`config.mk`:
```
export PLATFORM = sky130hd
export DESIGN_NAME = fa_pipe_adder_flat
export DESIGN_NICKNAME = d
export VERILOG_FILES = /design/src/rtl/fa_pipe_adder_if.sv /design/src/rtl/fa_pipe_adder.sv /design/src/flat_wrapper.sv
export SDC_FILE = /design/constraint.sdc
export NUM_CORES = 1
export LEC_CHECK = 0
export BUFFER_PORTS_ARGS = -buffer_cell sky130_fd_sc_hd__buf_4
export CORE_MARGIN = 10
export CORE_UTILIZATION = 30
export CTS_CLUSTER_SIZE = 14
export DETAILED_ROUTE_END_ITERATION = 6
export GPL_ROUTABILITY_DRIVEN = 0
export PLACE_DENSITY = 0.57
export SLEW_MARGIN = 25
export SYNTH_ARGS = -nofsm -noshare
export SYNTH_HDL_FRONTEND = slang
export SYNTH_SLANG_ARGS = --single-unit
```
`constraint.sdc`:
```
create_clock -name clk -period 3.3 [get_ports clk]
set_input_delay 0.33 -clock clk [delete_from_list [all_inputs] [get_ports clk]]
set_output_delay 0.33 -clock clk [all_outputs]
set_load 0.05 [all_outputs]
```
`src/rtl/fa_pipe_adder_if.sv`:
```
// Handshake and data bundle for fa_pipe_adder.
// Defining FA_PIPE_OVF_EN adds the OVF result bit alongside SUM/Cout.
interface fa_pipe_adder_if #(
    parameter int unsigned WIDTH = 16
);
    logic             in_valid;
    logic             in_ready;
    logic [WIDTH-1:0] A;
    logic [WIDTH-1:0] B;
    logic             Cin;
    logic             out_valid;
    logic             out_ready;
    logic [WIDTH-1:0] SUM;
    logic             Cout;
`ifdef FA_PIPE_OVF_EN
    logic             OVF;

    modport master (
        output in_valid, A, B, Cin, out_ready,
        input  in_ready, out_valid, SUM, Cout, OVF
    );

    modport slave (
        input  in_valid, A, B, Cin, out_ready,
        output in_ready, out_valid, SUM, Cout, OVF
    );
`else
    modport master (
        output in_valid, A, B, Cin, out_ready,
        input  in_ready, out_valid, SUM, Cout
    );

    modport slave (
        input  in_valid, A, B, Cin, out_ready,
        output in_ready, out_valid, SUM, Cout
    );
`endif
endinterface

```
`src/rtl/fa_pipe_adder.sv`:
```
// Pipelined ripple-carry adder: WIDTH bits split into STAGES segments, one per clock.
// Optional FA_PIPE_OVF_EN registers a signed-overflow flag with the final stage.
module fa_pipe_adder #(
    parameter int unsigned WIDTH  = 16,
    parameter int unsigned STAGES = 4
) (
    input logic           clk,
    input logic           rst,
    fa_pipe_adder_if.slave bus
);
    localparam int unsigned SEG  = WIDTH / STAGES;
    localparam int unsigned LAST = STAGES - 1;

    if (WIDTH < 1 || STAGES < 1 || STAGES > WIDTH || (WIDTH % STAGES) != 0) begin : g_param_check
        $error("fa_pipe_adder: STAGES must divide WIDTH and lie in 1..WIDTH");
    end

    logic             v_q [STAGES];
    logic             c_q [STAGES];
    logic [WIDTH-1:0] s_q [STAGES];
    logic [WIDTH-1:0] a_q [STAGES];
    logic [WIDTH-1:0] b_q [STAGES];

    logic             v_d [STAGES];
    logic             c_d [STAGES];
    logic [WIDTH-1:0] s_d [STAGES];
    logic [WIDTH-1:0] a_d [STAGES];
    logic [WIDTH-1:0] b_d [STAGES];
    logic [SEG:0]     part [STAGES];

    logic adv;

    assign adv = !v_q[LAST] || bus.out_ready;

    // a_d/b_d[k] are the operands entering stage k; each stage adds only its own slice.
    always_comb begin
        v_d[0]  = bus.in_valid;
        a_d[0]  = bus.A;
        b_d[0]  = bus.B;
        part[0] = {1'b0, bus.A[SEG-1:0]} + {1'b0, bus.B[SEG-1:0]} + (SEG+1)'(bus.Cin);
        c_d[0]  = part[0][SEG];
        s_d[0]  = '0;
        s_d[0][SEG-1:0] = part[0][SEG-1:0];
        for (int unsigned k = 1; k < STAGES; k++) begin
            v_d[k]  = v_q[k-1];
            a_d[k]  = a_q[k-1];
            b_d[k]  = b_q[k-1];
            part[k] = {1'b0, a_q[k-1][k*SEG +: SEG]}
                    + {1'b0, b_q[k-1][k*SEG +: SEG]}
                    + (SEG+1)'(c_q[k-1]);
            c_d[k]  = part[k][SEG];
            s_d[k]  = s_q[k-1];
            s_d[k][k*SEG +: SEG] = part[k][SEG-1:0];
        end
    end

    always_ff @(posedge clk) begin
        if (rst) begin
            for (int unsigned k = 0; k < STAGES; k++) begin
                v_q[k] <= 1'b0;
                c_q[k] <= 1'b0;
                s_q[k] <= '0;
                a_q[k] <= '0;
                b_q[k] <= '0;
            end
        end else if (adv) begin
            for (int unsigned k = 0; k < STAGES; k++) begin
                v_q[k] <= v_d[k];
                c_q[k] <= c_d[k];
                s_q[k] <= s_d[k];
                a_q[k] <= a_d[k];
                b_q[k] <= b_d[k];
            end
        end
    end

`ifdef FA_PIPE_OVF_EN
    logic ovf_d;
    logic ovf_q;

    // Carry into the MSB is recovered as a^b^sum at that bit.
    always_comb begin
        ovf_d = a_d[LAST][WIDTH-1] ^ b_d[LAST][WIDTH-1] ^ s_d[LAST][WIDTH-1] ^ c_d[LAST];
    end

    always_ff @(posedge clk) begin
        if (rst) begin
            ovf_q <= 1'b0;
        end else if (adv) begin
            ovf_q <= ovf_d;
        end
    end

    assign bus.OVF = ovf_q;
`endif

    assign bus.in_ready  = adv;
    assign bus.out_valid = v_q[LAST];
    assign bus.SUM       = s_q[LAST];
    assign bus.Cout      = c_q[LAST];

endmodule

```
`src/flat_wrapper.sv`:
```
// flat-port wrapper written by rule: the top's interface ports become plain ports
module fa_pipe_adder_flat 
#(
    parameter int unsigned WIDTH  = 16,
    parameter int unsigned STAGES = 4
)
  (clk, rst, bus_in_valid, bus_A, bus_B, bus_Cin, bus_out_ready, bus_in_ready, bus_out_valid, bus_SUM, bus_Cout);
  fa_pipe_adder_if #(.WIDTH(WIDTH)) bus_i ();
  input logic clk;
  input logic rst;
  input wire logic [$bits(bus_i.in_valid)-1:0] bus_in_valid;
  input wire logic [$bits(bus_i.A)-1:0] bus_A;
  input wire logic [$bits(bus_i.B)-1:0] bus_B;
  input wire logic [$bits(bus_i.Cin)-1:0] bus_Cin;
  input wire logic [$bits(bus_i.out_ready)-1:0] bus_out_ready;
  output wire logic [$bits(bus_i.in_ready)-1:0] bus_in_ready;
  output wire logic [$bits(bus_i.out_valid)-1:0] bus_out_valid;
  output wire logic [$bits(bus_i.SUM)-1:0] bus_SUM;
  output wire logic [$bits(bus_i.Cout)-1:0] bus_Cout;
  assign bus_i.in_valid = bus_in_valid;
  assign bus_i.A = bus_A;
  assign bus_i.B = bus_B;
  assign bus_i.Cin = bus_Cin;
  assign bus_i.out_ready = bus_out_ready;
  assign bus_in_ready = bus_i.in_ready;
  assign bus_out_valid = bus_i.out_valid;
  assign bus_SUM = bus_i.SUM;
  assign bus_Cout = bus_i.Cout;
  fa_pipe_adder #(.WIDTH(WIDTH), .STAGES(STAGES)) u_core (.clk(clk), .rst(rst), .bus(bus_i));
endmodule
```
---- Word level (Yosys, flattened, before mapping) ----
Memories as Yosys holds them, arrays and structs flattened.
Index checks and enable logic that the tools add are counted.
storage, ports and cells
  bits in registers ....................... 0
  RAM bits ................................ 200
  input bits .............................. 37
  output and inout bits ................... 19
  word-level logic and storage cells ...... 60
  memories kept ........................... 5
operators by class
  add/subtract/negate cells ............... 8
  multiplexer cells ....................... 25
  bitwise operators ....................... 20
  reduce and logical (&&, ||, !) cells .... 2
memory list
  name        depth  bits a word  rd ports  clocked after memory_dff  wr ports  line                 RTL
  u_core.a_q  4      16           3         0                         4         fa_pipe_adder.sv:21  logic [WIDTH-1:0] a_q [STAGES];
  u_core.b_q  4      16           3         0                         4         fa_pipe_adder.sv:22  logic [WIDTH-1:0] b_q [STAGES];
  u_core.s_q  4      16           4         0                         4         fa_pipe_adder.sv:20  logic [WIDTH-1:0] s_q [STAGES];
  u_core.c_q  4      1            4         0                         4         fa_pipe_adder.sv:19  logic c_q [STAGES];
  u_core.v_q  4      1            4         0                         4         fa_pipe_adder.sv:18  logic v_q [STAGES];
operators by type and width
  cell                  count
  2-to-1 mux 16 bit     12
  adder 4 x 4 -> 5 bit  4
  adder 5 x 1 -> 5 bit  4
  OR 1 bit              20
  2-to-1 mux 1 bit      13
  logical NOT 1 bit     1
  logical OR 1 bit      1

---- Longest topological paths before layout ----
An unclocked memory read counts as a cell.
  word-level depth ........................ 7
  depth in mapped cells ................... 6
  depth with buffers taken out ............ 6

---- Worst setup path after synthesis ----
OpenSTA, ideal clock, no wires.
  path kind ............................... flip-flop to flip-flop
  start ................................... memory u_core.v_q[3]
  end ..................................... memory u_core.a_q[0][10] (enable)
  library setup time ...................... 0.471 ns
  arrival ................................. 3.253 ns
  data required time ...................... 2.829 ns
  slack ................................... -0.423 ns
  stages on the path, launching flop included .. 4
  buffers on the path ..................... 1
  clock period less this slack ............ 3.723 ns
  path through ............................ edfxtp_1 -> nand2b_4 -> buf_6 -> nand2b_1
RTL lines
  what                line
  start: declaration  fa_pipe_adder.sv:18
  end: declaration    fa_pipe_adder.sv:21

==> impl_results.md <==
* Worst path max stage delay at 490 ps
* Worst VDD drop at 230 µV
* Global-route wire length before repair at 12.0 mm
* RR Startpoint: u_core.b_q[0][44]
* PortBufs at 55
* Routed wire per std cell at 13.9 µm
* Cell area after synthesis at 4160 µm²
* Max-Cap Viols at 0
* Relative slew slack at 54.8%
* Netlist cell types at 21
* CTS tree: done
* Final setup viols at 0
* Fmax at 468 MHz
* Compound-gate portion of the synthesized area at 2.05%
* Synthesized net count at 342
* Ant diodes at 0
* Clock latency on the worst-skew pair at 340 ps
* Final Hold Fails at 0
* Number of DRC markers in iteration 0 at 110
* Skew final at 6.54 ps
* Largest net degree at the start of global routing at 67
* Placeable core region at 13400 µm²
* Final period utilization at 64.7%
* Worst-path clk slew at 70 ps
* GRT Overall Usage at 8.02%
* Vias per cell at 4.44
* Final nets at 394
* Final Slew Violations at 0
* P&R area growth vs syn at 20.7%
* DRC Markers at 0
* Post-Synth XOR/XNOR Area at 0%
* Yosys warning count at 0
* Least-Margin Pin Slew at 676 ps
* Vias in the first global route at 2407
* Post-DP HPWL at 4.83 mm
* Hold_sp: bus_A[12]
* Router iterations before antenna repair at 4
* Critical Path Fanout Max at 66
* CP Class: reg -> out
* Num ports at 56
* Setup TNS at 0 ps
* Depth of the CTS H-tree at 3
* Hold Path Depth at 2
* Leak at 2.34 nW
* Post-Synth Adder-Cell Area at 7.47%
* Vias after detailed routing at 2302
* Antenna violations before repair at 0
* Clock Tree Root: clkbuf_16
* Layout Utilization at 37.4%
* Total grt overflow at 0
* Type of origin of the critical path: flip-flop
* Share of layout cells above drive strength 1 at 22.8%
* Post-CTS Setup Inserts at 0
* Filler instances at 1298
* Crit path DAT at 1810 ps
* Final ANT Viol Nets at 0
* CTS resizes at 0
* Initial Util at 31.0%
* PD cells at 520 nW/µm²
* Seq/Total Area, Yosys at 69.4%
* Main combinational cell family by area after synthesis: simple AND/OR/NAND/NOR gates
* Min-delay worst type: in -> reg
* Worst Setup SP: u_core.v_q[3]
* Mux share of post-synthesis cell area at 0.482%
* Status: finished, final reports clean
* Area occupied by registers at 2880 µm²
* Multi-input logic area at 1090 µm²
* Final min period at 2140 ps
* CP most frequent cell: buf_4
* RSZ-0062 raised after global routing: no
* Reg2reg path depth at 6
* Clock sinks at 96
* Max Buffers Root-to-Sink at 2
* Total CTS buffers at 9
* Die Wd at 138 µm
* Critical Path Sink Type: output port
* Synthesized flop and latch total at 96
* Mapped Avg Cell Area at 14.6 µm²
* Area share of and/or/nand/nor cells after synthesis at 16.0%
* Hold_buf cts at 0
* Die area at 19000 µm²
* Height of the chip at 138 µm
* Slowest CP cell: buf_4
* FP Rows at 42
* WL final at 7.21 mm
* Post-synthesis cell count at 285
* Critical path required time at 2970 ps
* CP Cell Sequence: nand2b_4, buf_4, buf_4
cell usage after synthesis, drive strengths merged:
cell type	number	area (µm²)
fa	8	160
inv	23	86.3
and3	80	500
nor2	6	22.5
nand2b	2	20.0
nor3	6	30.0
nor2b	8	50.1
a21oi	10	50.1
a21o	2	15.0
edfxtp	96	2880
nand3	2	10.0
ha	12	150
nand3b	4	30.0
mux2i	2	20.0
buf	9	57.6
nand2	1	3.75
o21ai	4	20.0
clkbuf	10	46.3
cell type report:
class                      instances  area share (%)
multi-input combinational        147            21.7
timing repair buffer              60            9.23
clock buffer                       9            4.49
sequential                        96            57.5
tap                              176            4.39
clock inverter                     7           0.948
inverter                          23            1.72
stage by stage:
stage | hold WS (ps) | std cells | cell area (µm²) | power (mW) | worst slack [ps]
finish | 301 | 518 | 5010 | 2.61 | 1160
detailed placement | 536 | 502 | 4740 | 1.70 | 1410
floorplan | 528 | 285 | 4160 | 1.61 | 694
global route | 291 | 518 | 5010 | 2.73 | 1050
global placement | 531 | 502 | 4740 | 1.69 | 1470
CTS | 288 | 518 | 5010 | 2.65 | 1150
final timing paths:
| path | slack (ps) | endpoint |
|---|---|---|
| max reg2reg | 1380 | u_core.c_q[0][3] |
| min | 300 | u_core.a_q[0][12] |
| max | 1160 | bus_in_ready |
| min reg2reg | 550 | u_core.b_q[0][47] |
state kept, by name, indices dropped and copies added, names as in the netlist:
signal and cells:
u_core.v_q 4, u_core.a_q 24, u_core.s_q 40, u_core.b_q 24, u_core.c_q 4
kinds of logic after synthesis:
| kind of cell | count (synthesis) |
|---|---|
| multiplexers | 2 |
| AND/OR/NAND/NOR | 109 |
| AO/OA/AOI/OAI | 16 |
| buffers and inverters | 42 |
| flip-flops | 96 |
| adder cells (fa/ha/maj) | 20 |
power breakdown:
part / leakage (nW) / internal [mW] / total (mW) / switching (mW)
Combinational: 1.06 / 0.0991 / 0.224 / 0.125
Clock: 0.133 / 0.510 / 0.942 / 0.432
Sequential: 1.14 / 1.42 / 1.44 / 0.0201
Total: 2.34 / 2.03 / 2.61 / 0.577
cells in the final DEF, fill, tap and decap left out, types with 8 or more instances in the layout:
cell	instances
a21oi_1	10
and3_1	80
buf_4	59
clkbuf_16	9
edfxtp_1	96
fa_1	8
ha_1	12
inv_1	22
nor2b_1	8
critical path: cells and delay by family, from the launching register on:
kind                   cells  cell delay (ps)
buffers and inverters      2              790
flip-flops                 1              440
AND/OR/NAND/NOR            1              220
metal layers:
layer	track usage [%]	part of all wire, %	vias to the layer above
met5	0	0	-
met4	3.53	1.5	0
met3	2.99	4.4	9
met2	11.1	44	50
met1	10.9	50	1098
li1	-	-	1145
(Power assumes the default switching activity.)
